[src/rtl/wb_port_arbiter.sv]
// wb_port_arbiter: shares one register-file write port between the pipeline and a mul/div result FIFO.
// Rev 1.0. Optional starvation FSM: define WB_ARB_STARVE_EN.
`default_nettype none

module wb_port_arbiter #(
  parameter int DEPTH        = 2,
  parameter int STARVE_LIMIT = 4
) (
  input  logic                       clk,
  input  logic                       resetn,
  input  logic                       p_valid,
  input  logic                       p_we,
  input  logic [4:0]                 p_dst,
  input  logic [31:0]                p_val,
  input  logic [31:0]                p_pc,
  input  logic                       m_valid,
  input  logic [4:0]                 m_dst,
  input  logic [31:0]                m_val,
  input  logic [31:0]                m_pc,
  output logic                       m_ready,
  output logic                       rf_we,
  output logic [4:0]                 rf_dst,
  output logic [31:0]                rf_val,
  output logic [31:0]                rf_pc,
  output logic                       pipe_stall,
  output logic [$clog2(DEPTH+1)-1:0] pend_cnt
);

  localparam int PTR_W = $clog2(DEPTH);
  localparam int CNT_W = $clog2(DEPTH + 1);

  if (DEPTH < 2 || (DEPTH & (DEPTH - 1)) != 0 || STARVE_LIMIT < 1) begin : g_param_chk
    $error("wb_port_arbiter: DEPTH must be a power of two >= 2 and STARVE_LIMIT >= 1");
  end

  logic [4:0]       dst_q [DEPTH];
  logic [31:0]      val_q [DEPTH];
  logic [31:0]      pc_q  [DEPTH];
  logic [DEPTH-1:0] live_q;
  logic [PTR_W-1:0] head_q, tail_q;
  logic [CNT_W-1:0] cnt_q;

  logic        rf_we_q;
  logic [4:0]  rf_dst_q;
  logic [31:0] rf_val_q, rf_pc_q;

  logic push, pop, head_present, head_live, p_elig, p_gnt, h_gnt, force_act;

  assign m_ready      = (cnt_q < CNT_W'(DEPTH));
  assign pend_cnt     = cnt_q;
  assign push         = m_valid && m_ready;
  assign head_present = (cnt_q != '0);
  assign head_live    = head_present && live_q[head_q];
  assign p_elig       = p_valid && p_we && (p_dst != 5'd0) && !pipe_stall;
  // Dead heads drain one per cycle whenever the head is not being written.
  assign pop          = head_present && (h_gnt || !live_q[head_q]);

  always_comb begin
    p_gnt = 1'b0;
    h_gnt = 1'b0;
    if (force_act) begin
      h_gnt = head_live;
    end else if (p_elig) begin
      p_gnt = 1'b1;
    end else begin
      h_gnt = head_live;
    end
  end

`ifdef WB_ARB_STARVE_EN
  localparam int SC_W = $clog2(STARVE_LIMIT + 2);

  typedef enum logic [1:0] {
    S_IDLE  = 2'd0,
    S_WAIT  = 2'd1,
    S_FORCE = 2'd2
  } state_t;

  state_t          state_q, state_d;
  logic [SC_W-1:0] scnt_q, scnt_d;

  assign force_act  = (state_q == S_FORCE);
  assign pipe_stall = force_act;

  always_ff @(posedge clk or negedge resetn) begin
    if (!resetn) begin
      state_q <= S_IDLE;
      scnt_q  <= '0;
    end else begin
      state_q <= state_d;
      scnt_q  <= scnt_d;
    end
  end

  always_comb begin
    state_d = state_q;
    scnt_d  = scnt_q;
    case (state_q)
      S_IDLE: begin
        if (head_live && !h_gnt) begin
          state_d = S_WAIT;
          scnt_d  = SC_W'(1);
        end
      end
      S_WAIT: begin
        if (!head_live || h_gnt) begin
          state_d = S_IDLE;
          scnt_d  = '0;
        end else begin
          scnt_d = scnt_q + SC_W'(1);
          if (scnt_d >= SC_W'(STARVE_LIMIT)) begin
            state_d = S_FORCE;
          end
        end
      end
      S_FORCE: begin
        state_d = S_IDLE;
        scnt_d  = '0;
      end
      default: begin
        state_d = S_IDLE;
        scnt_d  = '0;
      end
    endcase
  end
`else
  assign force_act  = 1'b0;
  assign pipe_stall = 1'b0;
`endif

  always_ff @(posedge clk or negedge resetn) begin
    if (!resetn) begin
      head_q <= '0;
      tail_q <= '0;
      cnt_q  <= '0;
    end else begin
      if (push) tail_q <= tail_q + PTR_W'(1);
      if (pop)  head_q <= head_q + PTR_W'(1);
      case ({push, pop})
        2'b10:   cnt_q <= cnt_q + CNT_W'(1);
        2'b01:   cnt_q <= cnt_q - CNT_W'(1);
        default: cnt_q <= cnt_q;
      endcase
    end
  end

  always_ff @(posedge clk) begin
    if (push) begin
      dst_q[tail_q] <= m_dst;
      val_q[tail_q] <= m_val;
      pc_q[tail_q]  <= m_pc;
    end
  end

  // The push write comes last so an entry arriving this cycle survives a same-dst kill.
  always_ff @(posedge clk or negedge resetn) begin
    if (!resetn) begin
      live_q <= '0;
    end else begin
      for (int i = 0; i < DEPTH; i++) begin
        if (p_gnt && (dst_q[i] == p_dst)) live_q[i] <= 1'b0;
      end
      if (push) live_q[tail_q] <= (m_dst != 5'd0);
    end
  end

  always_ff @(posedge clk or negedge resetn) begin
    if (!resetn) begin
      rf_we_q  <= 1'b0;
      rf_dst_q <= '0;
      rf_val_q <= '0;
      rf_pc_q  <= '0;
    end else begin
      rf_we_q <= p_gnt || h_gnt;
      if (p_gnt) begin
        rf_dst_q <= p_dst;
        rf_val_q <= p_val;
        rf_pc_q  <= p_pc;
      end else if (h_gnt) begin
        rf_dst_q <= dst_q[head_q];
        rf_val_q <= val_q[head_q];
        rf_pc_q  <= pc_q[head_q];
      end
    end
  end

  assign rf_we  = rf_we_q;
  assign rf_dst = rf_dst_q;
  assign rf_val = rf_val_q;
  assign rf_pc  = rf_pc_q;

endmodule

`default_nettype wire

[config.mk]
export PLATFORM = sky130hd
export DESIGN_NAME = wb_port_arbiter
export DESIGN_NICKNAME = d
export VERILOG_FILES = /design/src/rtl/wb_port_arbiter.sv
export SDC_FILE = /design/constraint.sdc
export NUM_CORES = 1
export LEC_CHECK = 0
export BUFFER_PORTS_ARGS = -buffer_cell sky130_fd_sc_hd__buf_4
export CAP_MARGIN = 30
export CORE_UTILIZATION = 50
export DETAILED_ROUTE_END_ITERATION = 12
export PLACE_DENSITY = 0.81
export SETUP_SLACK_MARGIN = 0.2
export SYNTH_ARGS = -nofsm -noshare
export SYNTH_HDL_FRONTEND = slang
export SYNTH_SLANG_ARGS = --single-unit
[constraint.sdc]
create_clock -name clk -period 5.1 [get_ports clk]
set_input_delay 1.02 -clock clk [delete_from_list [all_inputs] [get_ports clk]]
set_output_delay 1.02 -clock clk [all_outputs]
set_load 0.05 [all_outputs]
==> metrics.csv <==
stage;metric;value;unit
run_status;outcome;finished clean;
die;fp.dieArea;17740;um2
die;pin_count;217;
clocking;cts_root_buffer;clkbuf_16;
logic_synthesis;synth_area_per_cell;15.20;um2
routing;drt_iter0_drc;228;
place;dp_hpwl;11930;um
die;start_util;51.52;%
power;power_density;675.4;nW/um2
routing;drc_errors;0;
logic_synthesis;ys_ff_latch;214;
critical_path;cp_top_family;flip-flops;
clocking;cts_hold_buf;0;
min_path;hold_path.class;primary input to asynchronous set/reset pin;
logic_synthesis;synthCells;566;
clocking;ctsResizeCount;0;
power;ir_drop;551.3;uV
sta;fin_skew;11.45;ps
die;rows;47;
flow_run;drv_cap;0;
sta;rsz0062_at_grt;no;
clocking;postCtsSetupRepairBufs;0;
sta;timing.fmax;330.0;MHz
logic_synthesis;ys_seq_area_share;70.26;%
logic_synthesis;synthTopCellsByCount;edfxtp_1, dfrtp_1, mux2i_1, nand2_1, o21ai_1;
routing;avgViaCountPerCell;5.291;
sta;fin_crit_sh;59.43;%
clocking;cts.sinks;214;
logic_synthesis;yosysMostFrequentCell;edfxtp_1;
critical_path;endpoint_kind;register;
critical_path;crit_buf_inv;1;
clocking;cts_tree;done;
grt;grt_pass1_wl;28550;um
sta;tightest_slew;972.0;ps
die;core_area;16700;um2
routing;dr.pass1.iters;6;
critical_path;crit_required;5450;ps
sta;relSlewSlack;35.20;%
logic_synthesis;async_reset_ff_share;35.51;%
critical_path;cp_cell_sequence;mux2_4 > nor2b_4 > buf_12 > mux2i_1 > o21ai_1;
logic_synthesis;syn-num-nets;710;
die;chipWidth;133.2;um
clocking;cts_buffers;22;
routing;ant_nets;0;
critical_path;cp_data_arrival_time;3380;ps
grt;grt_pass1_vias;5773;
logic_synthesis;synth-main-ff-cell;edfxtp_1;
clocking;path_clk_slew;60;ps
logic_synthesis;ys_warn_count;0;
routing;dr_total_vias;5381;
logic_synthesis;netlist_area;8605;um2
logic_synthesis;synth-edff-count;138;
sta;fin_setup_tns;0;ps
cells_and_area;layout-drive-gt1-share;41.41;%
clocking;htreeDepth;1;
cells_and_area;syn2layout_area_growth;29.68;%
cells_and_area;diodes;0;
sta;slew_violations;0;
sta;hold_viol;0;
critical_path;slowest_delay;1070;ps
grt;antenna_found_initial;0;
power;p_leak;0.004682;uW
critical_path;critPathMaxFanout;72;
place;port_buffers;215;
grt;track_usage;20.51;%
logic_synthesis;synth.area.top_cells;edfxtp_1, dfrtp_1, mux2_2, mux2i_1, o21ai_1;
clocking;clk_latency;490;ps
critical_path;cpMaxStageDelayCell;dfrtp_4;
sta;setup_violations;0;
grt;grt_start_max_net_pins;73;
logic_synthesis;yosys.area.top_type;edfxtp_1;
critical_path;crit_type;register to register;
logic_synthesis;yosysUniqueCellTypes;31;
grt;overflow;0;
routing;wl_per_cell;17.80;um
cells_and_area;post-route-util;66.81;%
sta;min_period;3031;ps
critical_path;worst_setup_path_start_kind;register;
place;routabilityCongestion;0.7799;
die;die_h;133.2;um
cells_and_area;fin_nets;925;
clocking;cts.path.max_buffers;3;
logic_synthesis;yosysTopAreaCellShare;48.16;%
cells_and_area;n_fill_cell;1201;
routing;drt_wl_total;18100;um
## power breakdown
group / switching (uW) / leakage, uW / total (uW) / internal, uW
Sequential: 361 / 0.00217 / 2760 / 2400
Combinational: 1980 / 0.00216 / 3220 / 1240
Clock: 620 / 0.000356 / 1560 / 943
Total: 2960 / 0.00468 / 7540 / 4580
## stage by stage
stage | setup slack [ps] | area, um2 | hold slack, ps | std cells | power, uW
3_5_place_dp | 2081 | 10410 | 541.8 | 976 | 6008
2_1_floorplan | 331.4 | 8605 | 461.5 | 566 | 5109
3_3_place_gp | 2151 | 10410 | 535.1 | 976 | 5899
4_1_cts | 2043 | 11130 | 522.8 | 1016 | 7597
5_1_grt | 1908 | 11160 | 539.9 | 1017 | 7876
6_report | 2069 | 11160 | 507.3 | 1017 | 7536
## layout by cell type, fill, tap and decap left out, drive strengths merged, types with 4 or more instances in the layout
cell / instances
mux2: 69
nor2: 6
xor2: 8
clkbuf: 32
clkinv: 7
xnor2: 6
o21ai: 69
buf: 223
edfxtp: 138
dfrtp: 76
nand2: 70
mux2i: 71
a21oi: 4
## layer usage
| layer | GRT usage, % | share of wire (%) | vias up |
|---|---|---|---|
| li1 | - | - | 2501 |
| met1 | 25.38 | 39 | 2639 |
| met2 | 35.86 | 51 | 205 |
| met3 | 4.528 | 7.3 | 36 |
| met4 | 6.566 | 2.3 | 0 |
| met5 | 0 | 0 | - |
## cells by family after synthesis
group | after synthesis | share of synthesized area [%]
buf+inv | 34 | 2.079
fa+ha+maj | 1 | 0.1454
compound gates | 77 | 4.697
flops | 214 | 70.26
other cells | 1 | 0.04358
xor+xnor | 14 | 1.425
mux | 140 | 17.33
simple gates | 85 | 4.013
## flip-flops by register name, summed over array words and instances, names as in the netlist
register,cells
rf_we,1
head_q,1
pend_cnt,2
dst_q,10
val_q,64
pc_q,64
rf_pc,32
live_q,2
rf_val,32
rf_dst,5
tail_q,1
## worst paths after layout
check | to | slack [ps] | from | depth (start not counted)
worst min-delay path | rf_pc[13] | 510 | resetn | 1
max in group asynchronous | head_q | 3580 | resetn | 2
worst max register to register | rf_val[23] | 2070 | head_q | 5
worst max-delay path | rf_val[23] | 2070 | head_q | 5
min in group clk | rf_pc[29] | 560 | rf_pc[29] | 2
worst min register to register | rf_pc[29] | 560 | rf_pc[29] | 2
## worst register-to-register path: cells and delay by family, from the launching register on
| kind | cells | cell delay [ps] |
|---|---|---|
| compound gates | 1 | 100 |
| flops | 1 | 1070 |
| mux | 2 | 660 |
| simple gates | 1 | 660 |
| buf+inv | 1 | 400 |
## final cells by class
cell class,instances,area [um2],area share (%)
repair buffers,223,1707,15.29
clock inverters,8,60.06,0.5382
well taps,220,275.3,2.467
inverters,2,7.507,0.06728
clock buffers,32,659.4,5.909
flip-flops and latches,214,6050,54.22
multi-input cells,318,2400,21.51
Power figures use the tool's default switching activity.
